===== config.mk =====
export PLATFORM = sky130hd
export DESIGN_NAME = coloring_arbiter_flat
export DESIGN_NICKNAME = d
export VERILOG_FILES = /design/src/rtl/coloring_pkg.sv /design/src/rtl/coloring_arbiter_if.sv /design/src/rtl/coloring_hist.sv /design/src/rtl/coloring_arbiter.sv /design/src/flat_wrapper.sv
export SDC_FILE = /design/constraint.sdc
export NUM_CORES = 1
export LEC_CHECK = 0
export CAP_MARGIN = 20
export CORE_ASPECT_RATIO = 0.6
export CORE_MARGIN = 1
export CORE_UTILIZATION = 50
export CTS_CLUSTER_DIAMETER = 60
export CTS_CLUSTER_SIZE = 25
export DETAILED_ROUTE_END_ITERATION = 8
export PLACE_DENSITY = 0.74
export SLEW_MARGIN = 20
export SYNTH_ARGS = -nofsm -noshare
export SYNTH_HDL_FRONTEND = slang
export SYNTH_HIERARCHICAL = 1
export SYNTH_SLANG_ARGS = --single-unit

===== constraint.sdc =====
create_clock -name clk -period 3.05 [get_ports clk]
set_clock_uncertainty 0.1 [all_clocks]
set_input_delay 0.305 -clock clk [delete_from_list [all_inputs] [get_ports clk]]
set_output_delay 0.305 -clock clk [all_outputs]
set_load 0.005 [all_outputs]

===== src/rtl/coloring_pkg.sv =====
// Shared types, constants and the coloring reject rule used by the arbiter.
package coloring_pkg;

  localparam int unsigned COLOR_W = 2;
  localparam int unsigned CNT_W   = 2;

  typedef logic [COLOR_W-1:0] color_t;
  typedef logic [CNT_W-1:0]   cnt_t;

  localparam color_t COLOR_0   = 2'd0;
  localparam color_t COLOR_1   = 2'd1;
  localparam color_t COLOR_2   = 2'd2;
  localparam color_t COLOR_3   = 2'd3;
  localparam cnt_t   HIST_FULL = 2'd2;

  // Third identical color in a row, or colors 0 and 1 adjacent.
  function automatic logic color_reject(input color_t last1, input color_t last2,
                                        input cnt_t cnt, input color_t c);
    logic r1;
    logic r2;
    r1 = (cnt == HIST_FULL) && (last2 == last1) && (last1 == c);
    r2 = (cnt != '0) &&
         (((last1 == COLOR_0) && (c == COLOR_1)) || ((last1 == COLOR_1) && (c == COLOR_0)));
    return r1 || r2;
  endfunction

endpackage


===== src/rtl/coloring_arbiter_if.sv =====
// Requester/verdict bundle between color producers and the shared checker.
interface coloring_arbiter_if #(
  parameter int unsigned N_REQ = 4,
  parameter int unsigned IDW   = $clog2(N_REQ)
);
  logic [N_REQ-1:0]   req_valid;
  logic [2*N_REQ-1:0] req_color;
  logic [N_REQ-1:0]   req_ready;
  logic [N_REQ-1:0]   clr;
  logic               resp_valid;
  logic [IDW-1:0]     resp_id;
  logic               resp_ok;
  logic [N_REQ-1:0]   check;

  modport master (
    output req_valid, req_color, clr,
    input  req_ready, resp_valid, resp_id, resp_ok, check
  );

  modport slave (
    input  req_valid, req_color, clr,
    output req_ready, resp_valid, resp_id, resp_ok, check
  );
endinterface


===== src/rtl/coloring_hist.sv =====
// Accepted-color history and sticky violation flag for one requester.
module coloring_hist
  import coloring_pkg::*;
(
  input  logic   clk,
  input  logic   rst_n,
  input  logic   clr_i,
  input  logic   upd_i,
  input  logic   ok_i,
  input  color_t color_i,
  output color_t last1_o,
  output color_t last2_o,
  output cnt_t   cnt_o,
  output logic   check_o
);

  color_t last1_q, last1_d;
  color_t last2_q, last2_d;
  cnt_t   cnt_q,   cnt_d;
  logic   check_q, check_d;

  always_comb begin
    last1_d = last1_q;
    last2_d = last2_q;
    cnt_d   = cnt_q;
    check_d = check_q;
    if (clr_i) begin
      last1_d = '0;
      last2_d = '0;
      cnt_d   = '0;
      check_d = 1'b0;
    end else if (upd_i) begin
      if (ok_i) begin
        last2_d = last1_q;
        last1_d = color_i;
        cnt_d   = (cnt_q == HIST_FULL) ? cnt_q : cnt_q + CNT_W'(1);
        check_d = 1'b0;
      end else begin
        check_d = 1'b1;
      end
    end
  end

  always_ff @(posedge clk or negedge rst_n) begin
    if (!rst_n) begin
      last1_q <= '0;
      last2_q <= '0;
      cnt_q   <= '0;
      check_q <= 1'b0;
    end else begin
      last1_q <= last1_d;
      last2_q <= last2_d;
      cnt_q   <= cnt_d;
      check_q <= check_d;
    end
  end

  assign last1_o = last1_q;
  assign last2_o = last2_q;
  assign cnt_o   = cnt_q;
  assign check_o = check_q;

endmodule


===== src/rtl/coloring_arbiter.sv =====
// Round-robin sharing of one coloring-rule checker among N_REQ color streams.
module coloring_arbiter
  import coloring_pkg::*;
#(
  parameter int unsigned N_REQ = 4,
  parameter int unsigned IDW   = $clog2(N_REQ)
) (
  input  logic             clk,
  input  logic             rst_n,
  coloring_arbiter_if.slave bus
);

  color_t           col   [N_REQ];
  color_t           h_l1  [N_REQ];
  color_t           h_l2  [N_REQ];
  cnt_t             h_cnt [N_REQ];
  logic [N_REQ-1:0] h_chk;

  logic             gnt_any_c;
  logic [IDW-1:0]   gnt_id_c;
  logic [N_REQ-1:0] gnt_c;
  logic             rej_c;

  logic [IDW-1:0]   ptr_q, ptr_d;
  logic             resp_valid_q, resp_valid_d;
  logic [IDW-1:0]   resp_id_q, resp_id_d;
  logic             resp_ok_q, resp_ok_d;

  for (genvar i = 0; i < N_REQ; i++) begin : g_req
    assign col[i] = bus.req_color[2*i +: 2];

    coloring_hist u_hist (
      .clk     (clk),
      .rst_n   (rst_n),
      .clr_i   (bus.clr[i]),
      .upd_i   (gnt_c[i]),
      .ok_i    (!rej_c),
      .color_i (col[i]),
      .last1_o (h_l1[i]),
      .last2_o (h_l2[i]),
      .cnt_o   (h_cnt[i]),
      .check_o (h_chk[i])
    );
  end

  // Scan upward from ptr with wrap; a requester under clear is skipped.
  always_comb begin
    logic [IDW:0]   sum;
    logic [IDW-1:0] idx;
    gnt_any_c = 1'b0;
    gnt_id_c  = '0;
    sum       = '0;
    idx       = '0;
    for (int unsigned k = 0; k < N_REQ; k++) begin
      sum = {1'b0, ptr_q} + (IDW+1)'(k);
      if (sum >= (IDW+1)'(N_REQ)) sum = sum - (IDW+1)'(N_REQ);
      idx = IDW'(sum);
      if (!gnt_any_c && bus.req_valid[idx] && !bus.clr[idx]) begin
        gnt_any_c = 1'b1;
        gnt_id_c  = idx;
      end
    end
    if (!rst_n) gnt_any_c = 1'b0;
  end

  assign gnt_c = gnt_any_c ? (N_REQ'(1) << gnt_id_c) : '0;
  assign rej_c = color_reject(h_l1[gnt_id_c], h_l2[gnt_id_c], h_cnt[gnt_id_c], col[gnt_id_c]);

  always_comb begin
    ptr_d        = ptr_q;
    resp_valid_d = gnt_any_c;
    resp_id_d    = resp_id_q;
    resp_ok_d    = resp_ok_q;
    if (gnt_any_c) begin
      ptr_d     = (gnt_id_c == IDW'(N_REQ-1)) ? '0 : gnt_id_c + IDW'(1);
      resp_id_d = gnt_id_c;
      resp_ok_d = !rej_c;
    end
  end

  always_ff @(posedge clk or negedge rst_n) begin
    if (!rst_n) begin
      ptr_q        <= '0;
      resp_valid_q <= 1'b0;
      resp_id_q    <= '0;
      resp_ok_q    <= 1'b0;
    end else begin
      ptr_q        <= ptr_d;
      resp_valid_q <= resp_valid_d;
      resp_id_q    <= resp_id_d;
      resp_ok_q    <= resp_ok_d;
    end
  end

  assign bus.req_ready  = gnt_c;
  assign bus.resp_valid = resp_valid_q;
  assign bus.resp_id    = resp_id_q;
  assign bus.resp_ok    = resp_ok_q;
  assign bus.check      = h_chk;

endmodule


===== src/flat_wrapper.sv =====
// flat-port wrapper written by rule: the top's interface ports become plain ports
module coloring_arbiter_flat import coloring_pkg::*;
#(
  parameter int unsigned N_REQ = 4,
  parameter int unsigned IDW   = $clog2(N_REQ)
)
  (clk, rst_n, bus_req_valid, bus_req_color, bus_clr, bus_req_ready, bus_resp_valid, bus_resp_id, bus_resp_ok, bus_check);
  coloring_arbiter_if #(.N_REQ(N_REQ), .IDW(IDW)) bus_i ();
  input  logic clk;
  input  logic rst_n;
  input wire logic [$bits(bus_i.req_valid)-1:0] bus_req_valid;
  input wire logic [$bits(bus_i.req_color)-1:0] bus_req_color;
  input wire logic [$bits(bus_i.clr)-1:0] bus_clr;
  output wire logic [$bits(bus_i.req_ready)-1:0] bus_req_ready;
  output wire logic [$bits(bus_i.resp_valid)-1:0] bus_resp_valid;
  output wire logic [$bits(bus_i.resp_id)-1:0] bus_resp_id;
  output wire logic [$bits(bus_i.resp_ok)-1:0] bus_resp_ok;
  output wire logic [$bits(bus_i.check)-1:0] bus_check;
  assign bus_i.req_valid = bus_req_valid;
  assign bus_i.req_color = bus_req_color;
  assign bus_i.clr = bus_clr;
  assign bus_req_ready = bus_i.req_ready;
  assign bus_resp_valid = bus_i.resp_valid;
  assign bus_resp_id = bus_i.resp_id;
  assign bus_resp_ok = bus_i.resp_ok;
  assign bus_check = bus_i.check;
  coloring_arbiter #(.N_REQ(N_REQ), .IDW(IDW)) u_core (.clk(clk), .rst_n(rst_n), .bus(bus_i));
endmodule

## Yosys cells after proc, flatten, opt, wreduce, memory -nomap -nowiden

Cells that the tools add are included.

- $add $sub $neg: 12
- Order comparisons: 9
- Equal/unequal tests: 18
- Shifts and indexed selects: 1
- Mux-type cells: 92
- Bitwise gates (word level): 1
- Reductions and logical operators: 37

Operators by type and width:

| operator | count |
|---|---|
| 2-bit two-way mux | 57 |
| 1-bit two-way mux | 22 |
| 1-bit binary-select mux with 2-bit select | 8 |
| 2-bit binary-select mux with 2-bit select | 4 |
| 2-bit != test, second input constant | 8 |
| 2-bit == test, second input constant | 6 |
| 3-bit >= comparator, second input constant | 4 |
| 1-bit logical AND | 12 |
| 2-bit by 3-bit < comparator with 1-bit output, second input constant | 4 |
| 3-bit AND reduction | 4 |
| 2-bit by 1-bit adder with 2-bit output, second input constant | 5 |
| 2-bit nonzero test | 5 |
| 1-bit logical NOT | 8 |
| 2-bit AND reduction | 4 |
| 2-bit by 1-bit subtractor with 2-bit output, second input constant | 4 |
| 2-bit by 2-bit adder with 3-bit output, second input constant | 2 |
| 2-bit by 1-bit == test with 1-bit output, second input constant | 2 |
| 2-bit == test | 2 |
| 2-bit logical NOT | 2 |
| 4-bit two-way mux | 1 |
| 1-bit by 2-bit << shifter with 4-bit output, first input constant | 1 |
| 2-bit by 1-bit adder with 3-bit output, second input constant | 1 |
| 2-bit by 3-bit >= comparator with 1-bit output, second input constant | 1 |
| 2-bit inverter with 3-bit output | 1 |
| 1-bit logical OR | 2 |

- Register bits: 34
- Input bits: 18
- Output and inout bits: 12
- Word-level logic and storage cells: 190

## Depth between registers and ports, before layout

Gate-level depths: netlist of run 1.

- Depth in word-level cells: 31
- Mapped depth: 10
- Depth with buffers taken out: 9

## By module

Netlist of run 1, hierarchy kept.

By module, submodules not included:

| module | instances | cells an instance | area an instance (um2) | sequential area each (um2) |
|---|---|---|---|---|
| coloring_hist | 4 | 34 | 377.9 | 175.2 |
| coloring_arbiter | 1 | 90 | 750.7 | 150.1 |

## Worst setup path before layout of run 1

No wires, ideal clock.

- Path kind: flip-flop to flip-flop
- From: reg u_core.ptr_q[0]
- To: reg u_core.g_req[0].u_hist.cnt_q[0]
- Library setup time: 125 ps
- Arrival: 2360 ps
- Required time: 2825 ps
- Setup slack: 465 ps
- Stages on the path, launching flop included: 11
- Path buffers: 1
- Clock period less this slack: 2585 ps
- Cells stage by stage: dfrtp_1 > nor4b_2 > a21oi_1 > o21a_4 > inv_4 > mux2i_1 > a21oi_1 > a211oi_2 > buf_6 > and3b_4 > mux2_4

- Word-level cells in the longest chain between the ends: 30
- Elaborated cells between the ends (all ways): 87
- Those cells by class: add/sub (7); order compare (4); eq/ne (6); shift (1); mux (42); bitwise (1); reduce/logical (26)

RTL lines:

| what | RTL line | text |
|---|---|---|
| start, declared | coloring_arbiter.sv:24 | `logic [IDW-1:0] ptr_q, ptr_d;` |
| start signal, assigned | coloring_arbiter.sv:88 | `ptr_q <= ptr_d;` |
| 2-bit by 3-bit >= comparator with 1-bit output / 2-bit by 1-bit subtractor with 2-bit output (equally long branches) | coloring_arbiter.sv:56 | `if (sum >= (IDW+1)'(N_REQ)) sum = sum - (IDW+1)'(N_REQ);` |
| 2-bit two-way mux | coloring_arbiter.sv:56 |  |
| 1-bit binary-select mux with 2-bit select | coloring_arbiter.sv:58 | `if (!gnt_any_c && bus.req_valid[idx] && !bus.clr[idx]) begin` |
| 1-bit two-way mux (not written as such) | coloring_arbiter.sv:58 |  |
| 1-bit logical NOT | coloring_arbiter.sv:58 |  |
| 1-bit logical AND | coloring_arbiter.sv:58 |  |
| 1-bit two-way mux | coloring_arbiter.sv:58 |  |
| 1-bit logical NOT | coloring_arbiter.sv:58 |  |
| [... 11 more ...] | -- |  |
| via u_core.gnt_id_c[1] | coloring_arbiter.sv:20 | `logic [IDW-1:0] gnt_id_c;` |
| [... 2 more ...] | -- |  |
| 2-bit two-way mux (not written as such) (2 in series) | coloring_arbiter.sv:67 | `assign rej_c = color_reject(h_l1[gnt_id_c], h_l2[gnt_id_c], h_cnt[gnt_id_c], col[gnt_id_c]);` |
| 2-bit by 1-bit == test with 1-bit output / 2-bit logical NOT (equally long branches) | coloring_pkg.sv:23 | `(((last1 == COLOR_0) && (c == COLOR_1)) \|\| ((last1 == COLOR_1) && (c == COLOR_0)));` |
| 1-bit logical AND | coloring_pkg.sv:23 |  |
| 1-bit logical OR | coloring_pkg.sv:23 |  |
| 1-bit logical AND | coloring_pkg.sv:22 | `r2 = (cnt != '0) &&` |
| 1-bit logical OR | coloring_pkg.sv:24 | `return r1 \|\| r2;` |
| 2-bit != test (no line) | -- |  |
| 3-bit AND reduction (no line) * | -- |  |
| end signal, assigned | coloring_hist.sv:53 | `cnt_q <= cnt_d;` |
| end, declared | coloring_hist.sv:19 | `cnt_t cnt_q, cnt_d;` |

The timed path passes the listed nets; every way through them passes the cells marked *. The select of a mux whose other input is x is not followed.
A chain may end at the register's enable or synchronous reset.

## Worst setup path in the final report of run 1

- From: in bus_clr[2]
- To: out bus_req_ready[2]

- Word-level cells in the longest chain between the ends: 19
- Elaborated cells between the ends (all ways): 33
- Those cells by class: shift (1); mux (18); reduce/logical (14)

RTL lines:

| what | RTL line | text |
|---|---|---|
| start, declared | flat_wrapper.sv:13 | `input wire logic [$bits(bus_i.clr)-1:0] bus_clr;` |
| 1-bit binary-select mux with 2-bit select | coloring_arbiter.sv:58 |  |
| 1-bit two-way mux (not written as such) | coloring_arbiter.sv:58 |  |
| 1-bit logical NOT | coloring_arbiter.sv:58 |  |
| 1-bit logical AND | coloring_arbiter.sv:58 |  |
| 1-bit two-way mux | coloring_arbiter.sv:58 |  |
| 1-bit logical NOT | coloring_arbiter.sv:58 |  |
| 1-bit logical AND (2 in series) | coloring_arbiter.sv:58 |  |
| 1-bit two-way mux | coloring_arbiter.sv:58 |  |
| 1-bit logical NOT | coloring_arbiter.sv:58 |  |
| 1-bit logical AND (2 in series) | coloring_arbiter.sv:58 |  |
| 1-bit two-way mux | coloring_arbiter.sv:58 |  |
| 1-bit logical NOT | coloring_arbiter.sv:58 |  |
| 1-bit logical AND (2 in series) | coloring_arbiter.sv:58 |  |
| 2-bit two-way mux * | coloring_arbiter.sv:58 |  |
| via u_core.gnt_id_c[0] | coloring_arbiter.sv:20 |  |
| 1-bit by 2-bit << shifter with 4-bit output * | coloring_arbiter.sv:66 | `assign gnt_c = gnt_any_c ? (N_REQ'(1) << gnt_id_c) : '0;` |
| 4-bit two-way mux * | coloring_arbiter.sv:66 |  |
| end, declared | flat_wrapper.sv:14 | `output wire logic [$bits(bus_i.req_ready)-1:0] bus_req_ready;` |

Marks and branches as above.

==> impl_metrics.toml, run 1 <==
[worst_setup_path]
r2r_end = "u_core/g_req[3].u_hist/cnt_o[1]"
worst-path-buf-inv = 3
required_ns = 2.64
path_delay_family = "buffers and inverters"
critPathMostFrequentCell = "clkdlybuf4s50_1"
endpoint_kind = "primary output"
crit_fanout = 6
crit_cells = 7
timing.rr.start = "u_core/ptr_q[0]"
r2r_setup_slack_ns = 0.27
critPathKind = "primary input to primary output"
start_kind = "primary input"
slowest_delay_ns = 0.54
crit_chain = "clkdlybuf4s50_1 > nand2b_4 > o311a_2 > inv_2 > ha_1 > and2_1 > clkdlybuf4s50_1"
reg2regPathDepth = 9
cp_slowest_cell = "clkdlybuf4s50_1"
arrival_ns = 2.48

[die]
ios = 30
rows = 18
start_util_pct = 53.7
core-area_um2 = 4210
die_y_um = 54.1
dieWidth_um = 88.8
fp.dieArea_um2 = 4810

[logic_synthesis]
syn_nets = 252
synth_area_leaders = "dfrtp_1, a21bo_2, mux2_4"
synth_top_cell_area_share_pct = 37.6
yosysWarnings = 6
yosysUniqueCellTypes = 40
synth_seq_area_share_pct = 37.6
netlist_instances = 226
synth-seq-cells = 34
async_flop_share_pct = 100
avgSynthCellArea_um2 = 10.0
synth_edf_count = 0
synth_ff_type = "dfrtp_1"
synth_area_leader_cell = "dfrtp_1"
netlist_area_um2 = 2260

[route]
num_vias = 1740
drc = 0
drtIter0Drc = 106
wl_um = 4930
wire_per_inst_um = 15.0
drtPass1Iterations = 4
viasPerCell = 5.29
detail-route-antenna-nets = 0

[cells_and_area]
final_nets = 294
regArea_um2 = 851
syn_to_final_growth_pct = 23.3
multi_input_area_um2 = 1290
drive_gt1_share_pct = 24.9
n_antenna_cell = 0
nFillCells = 374

[clock_tree]
ctsLongestPathBuffers = 2
cts_tree = "yes"
post_cts_buffers = 0
ctsHoldBuffers = 0
cts_resized = 0
clock_latency_ns = 0.28
numCtsBuffers = 5
cts_sinks = 34
htreeDepth = 2
cts_root_buffer = "clkbuf_8"
clk_pin_slew_ns = 0.07

[sta]
maxSlewHeadroom_pct = 66.7
grt_setup_unrepaired = "false"
setup_slack_ns = 0.168
period_needed_ns = 2.88
fin_setup_tns_ns = 0
fin_crit_sh_pct = 94.5
final_hold_viol_count = 0
worst_pin_slew_ns = 0.487
setup_violations = 0
slew_violations = 0
max_clock_freq_ghz = 0.347

[grt]
antenna_found_initial = 0
grt_pass1_vias = 1659
grt_max_degree = 35
track_usage_pct = 22.8
grt_pass1_wl_um = 7910
gr-total-overflow = 0

[min_path]
hp-class = "flop to flop"
hold_depth = 2
hold_end = "u_core/bus.resp_id[1]"
hp-start = "u_core/bus.resp_id[1]"

[place]
post-place-ws_ns = -0.0528
gp_congestion = 0.831
dpl.hpwl_um = 3660
place.port_buffers = 29

[power_and_ir_drop]
cellPowerDensity_nw_per_um2 = 401
p_leak_nw = 1.24
worst_ir_drop_vdd_uv = 196
total_power_mw = 1.12

[outcome]
status = "finished, final reports clean"

[run]
max-cap-violations = 0
[cell usage in the layout, fill, tap and decap left out, types with 2 or more instances in the layout]
master,instances
o21ai_0,4
inv_2,2
nor2_1,18
mux2i_1,5
and2_1,4
nor4_1,2
nand3_1,20
a21bo_2,16
xnor2_1,3
and2b_1,9
or3_1,4
nand2b_1,11
inv_1,7
a21oi_1,22
nor3_1,2
clkbuf_8,6
a2111oi_0,4
xor2_1,5
and3b_4,4
buf_4,17
ha_1,8
o211ai_1,2
dfrtp_1,34
clkdlybuf4s50_1,29
nand2_1,6
mux2_4,8
[state kept, by name, indices dropped and copies added, names as in the netlist]
signal and count:
u_core/bus.resp_id 2, u_core/bus.resp_ok 1, u_core/bus.resp_valid 1, u_core/g_req.u_hist/check_o 4
u_core/g_req.u_hist/cnt_o 8, u_core/g_req.u_hist/last1_o 8, u_core/g_req.u_hist/last2_o 8, u_core/ptr_q 2
[cell type report]
| class | instances | area share (%) |
|---|---|---|
| clock buffers | 6 | 2.96 |
| multi-input cells | 170 | 46.3 |
| inverters | 10 | 1.44 |
| flip-flops and latches | 34 | 30.5 |
| well taps | 60 | 2.69 |
| repair buffers | 47 | 15.7 |
| clock inverters | 2 | 0.449 |
[stage by stage]
step | utilization [%] | instance area (µm²) | hold WS (ns) | std cells
after floorplan | - | 2260 | -0.0906 | 226
after global placement | 63.8 | 2690 | 0.374 | 321
after detailed placement | 63.8 | 2690 | 0.388 | 321
after CTS | 66.1 | 2780 | 0.404 | 329
after global routing | 66.2 | 2790 | 0.425 | 329
final | 66.2 | 2790 | 0.398 | 329
[power breakdown]
group / total (mW) / switching (mW) / internal, mW / leakage [nW]
clock: 0.354 / 0.172 / 0.181 / 0.0472
sequential: 0.505 / 0.0280 / 0.477 / 0.461
combinational: 0.260 / 0.125 / 0.135 / 0.731
[kinds of logic after synthesis]
logic type,synth area share [%]
multiplexers,7.52
AO/OA/AOI/OAI,18.6
XOR/XNOR,3.10
AND/OR/NAND/NOR,22.8
adder cells (fa/ha/maj),4.42
flip-flops,37.6
buffers and inverters,5.97
[cells in the mapped netlist (all sizes together), types with 6 or more instances]
master,number
nor2,18
a21bo,16
buf,12
nand3,20
nand2,6
a21oi,22
ha,8
inv,10
dfrtp,34
nand2b,12
mux2,8
and2b,9
[how the worst max path moves through the flow]
stage	slack (ns)	start	endpoint
3_5_place_dp	-0.05	bus_clr[3]	u_core/g_req[0].u_hist/cnt_o[1]
6_report	0.17	bus_clr[2]	bus_req_ready[2]
5_1_grt	0.05	bus_clr[1]	bus_req_ready[2]
4_1_cts	0.06	bus_req_valid[2]	bus_req_ready[2]
2_1_floorplan	0.46	u_core/ptr_q[0]	u_core/g_req[0].u_hist/cnt_o[0]
3_3_place_gp	0.02	bus_clr[0]	u_core/g_req[0].u_hist/cnt_o[1]
[per-layer routing]
layer | vias to the layer above | track usage (%) | routed length (µm)
met5 | - | 0 | 0
met3 | 4 | 4.91 | 170
met4 | 0 | 6.18 | 25
met2 | 31 | 35.5 | 2170
li1 | 878 | - | -
met1 | 827 | 32.0 | 2570
[tightest hold or removal path, delay by kind of cell (launching register included)]
family	cells	cell delay, ns
AO/OA/AOI/OAI	1	0.06
AND/OR/NAND/NOR	1	0.05
flip-flops	1	0.35
Note: power is estimated with default switching activity, not from simulation.
==> run 2: changes to the inputs <==
Settings changed: CORE_UTILIZATION 50 to 55, PLACE_DENSITY 0.74 to 0.8.
==> run 2 against run 1 <==
- the flow now finishes with violations (DRC)
- global-route usage is 2.1 points higher
- sequential share of layout area is 0.082 points lower
- worst setup slack better by 0.0073 ns
- register-to-register slack better by 0.11 ns
- non-clock buffer count stayed put
- combinational power hardly changed
- die area is 8.8% lower
- worst hold slack worse by 0.0092 ns
- clock power is 45% higher
- wire length is 3.2% lower
- sequential power hardly changed
- critical path depth is 1 higher
==> impl_metrics.toml, run 2 (synthesis results as in run 1) <==
[sta]
period_needed_ns = 2.87
max_clock_freq_ghz = 0.348
fin_setup_tns_ns = 0
final_hold_viol_count = 0
grt_setup_unrepaired = "false"
maxSlewHeadroom_pct = 64.2
fin_crit_sh_pct = 94.2
setup_slack_ns = 0.176
setup_violations = 0
slew_violations = 0
worst_pin_slew_ns = 0.524
hold_ws_ns = 0.389

[route]
drc = 2
detail-route-antenna-nets = 0
viasPerCell = 5.67
drtIter0Drc = 57
num_vias = 1791
wl_um = 4780
wire_per_inst_um = 15.1
drtPass1Iterations = 6

[power_and_ir_drop]
worst_ir_drop_vdd_uv = 297
cellPowerDensity_nw_per_um2 = 455
total_power_mw = 1.27
p_leak_nw = 1.25

[place]
dpl.hpwl_um = 3530
placed_cell_area_um2 = 2660
dp_cells = 308
place.port_buffers = 29
post-place-ws_ns = 0.0145
gp_congestion = 0.849

[clock_tree]
cts_root_buffer = "clkbuf_8"
ctsLongestPathBuffers = 2
clock_latency_ns = 0.30
ctsHoldBuffers = 0
clk_pin_slew_ns = 0.07
numCtsBuffers = 5
cts_tree = "yes"
post_cts_buffers = 0
cts_resized = 0
htreeDepth = 2
cts_sinks = 34

[worst_setup_path]
endpoint = "bus_req_ready[2]"
crit_chain = "clkdlybuf4s50_1 > and3b_1 > o21ai_0 > o311a_2 > inv_1 > ha_1 > and2_1 > clkdlybuf4s50_1"
arrival_ns = 2.47
reg2regPathDepth = 9
start_kind = "primary input"
required_ns = 2.64
critPathKind = "primary input to primary output"
slowest_delay_ns = 0.54
r2r_setup_slack_ns = 0.38
timing.rr.start = "u_core/ptr_q[0]"
critPathMostFrequentCell = "clkdlybuf4s50_1"
endpoint_kind = "primary output"
critPathLaunch = "bus_clr[0]"
r2r_end = "u_core/g_req[3].u_hist/cnt_o[0]"
crit_fanout = 6
cp_slowest_cell = "clkdlybuf4s50_1"

[die]
fp.dieArea_um2 = 4380
start_util_pct = 59.4
ios = 30
core-area_um2 = 3810
rows = 17
dieWidth_um = 84.8
die_y_um = 51.7

[grt]
globalRoute.busiestLayer = "met1"
use_met3_pct = 5.56
antenna_found_initial = 0
grt_pass1_wl_um = 8070
met2_usage_pct = 35.4
gr-total-overflow = 0
track_usage_pct = 24.9
grt_pass1_vias = 1663
gr-usage-met1_pct = 36.6
grt_max_degree = 35

[cells_and_area]
drive_gt1_share_pct = 24.2
final_common_cell = "dfrtp_1"
layout_common_cells = "dfrtp_1, clkdlybuf4s50_1, a21oi_1, nand3_1"
fin_area_um2 = 2800
syn_to_final_growth_pct = 23.6
fin_util_pct = 73.4
final_cells = 316
final_nets = 294
n_antenna_cell = 0

[outcome]
status = "finished with violations"
violations = "DRC"

[min_path]
hp-start = "u_core/bus.resp_id[0]"
hp-class = "flop to flop"

[run]
max-cap-violations = 0
run 2: how the worst min path moves through the flow:
stage                                        to  slack, ns  depth (start not counted)
after floorplan           u_core/bus.resp_id[0]      -0.09                          0
after global placement    u_core/bus.resp_id[0]       0.38                          1
after detailed placement  u_core/bus.resp_id[0]       0.37                          1
after CTS                 u_core/bus.resp_id[0]       0.39                          1
after global routing      u_core/bus.resp_id[0]       0.43                          1
final                     u_core/bus.resp_id[0]       0.39                          1
run 2: cell type report:
| type | instances | area [µm²] |
|---|---|---|
| multi-input combinational | 170 | 1280 |
| fill | 264 | 1010 |
| sequential | 34 | 851 |
| timing repair buffer | 47 | 425 |
| clock buffer | 5 | 68.8 |
| clock inverter | 3 | 68.8 |
| tap | 47 | 58.8 |
| inverter | 10 | 40.0 |
run 2: report_power, final:
group | internal (mW) | total (mW) | switching, mW
Clock | 0.328 | 0.512 | 0.184
Sequential | 0.477 | 0.504 | 0.0270
Combinational | 0.132 | 0.257 | 0.124
Total | 0.936 | 1.27 | 0.336
run 2: per-layer routing:
layer  routed length, µm  part of all wire, %
met3                 210                  4.4
met2                1940                   41
met5                   0                    0
met1                2530                   53
met4                  92                  1.9
run 2: worst max-delay path, delay by kind of cell:
family	cells	cell delay, ns
AO/OA/AOI/OAI	2	0.44
adder cells (fa/ha/maj)	1	0.21
buffers and inverters	3	1.13
AND/OR/NAND/NOR	2	0.39
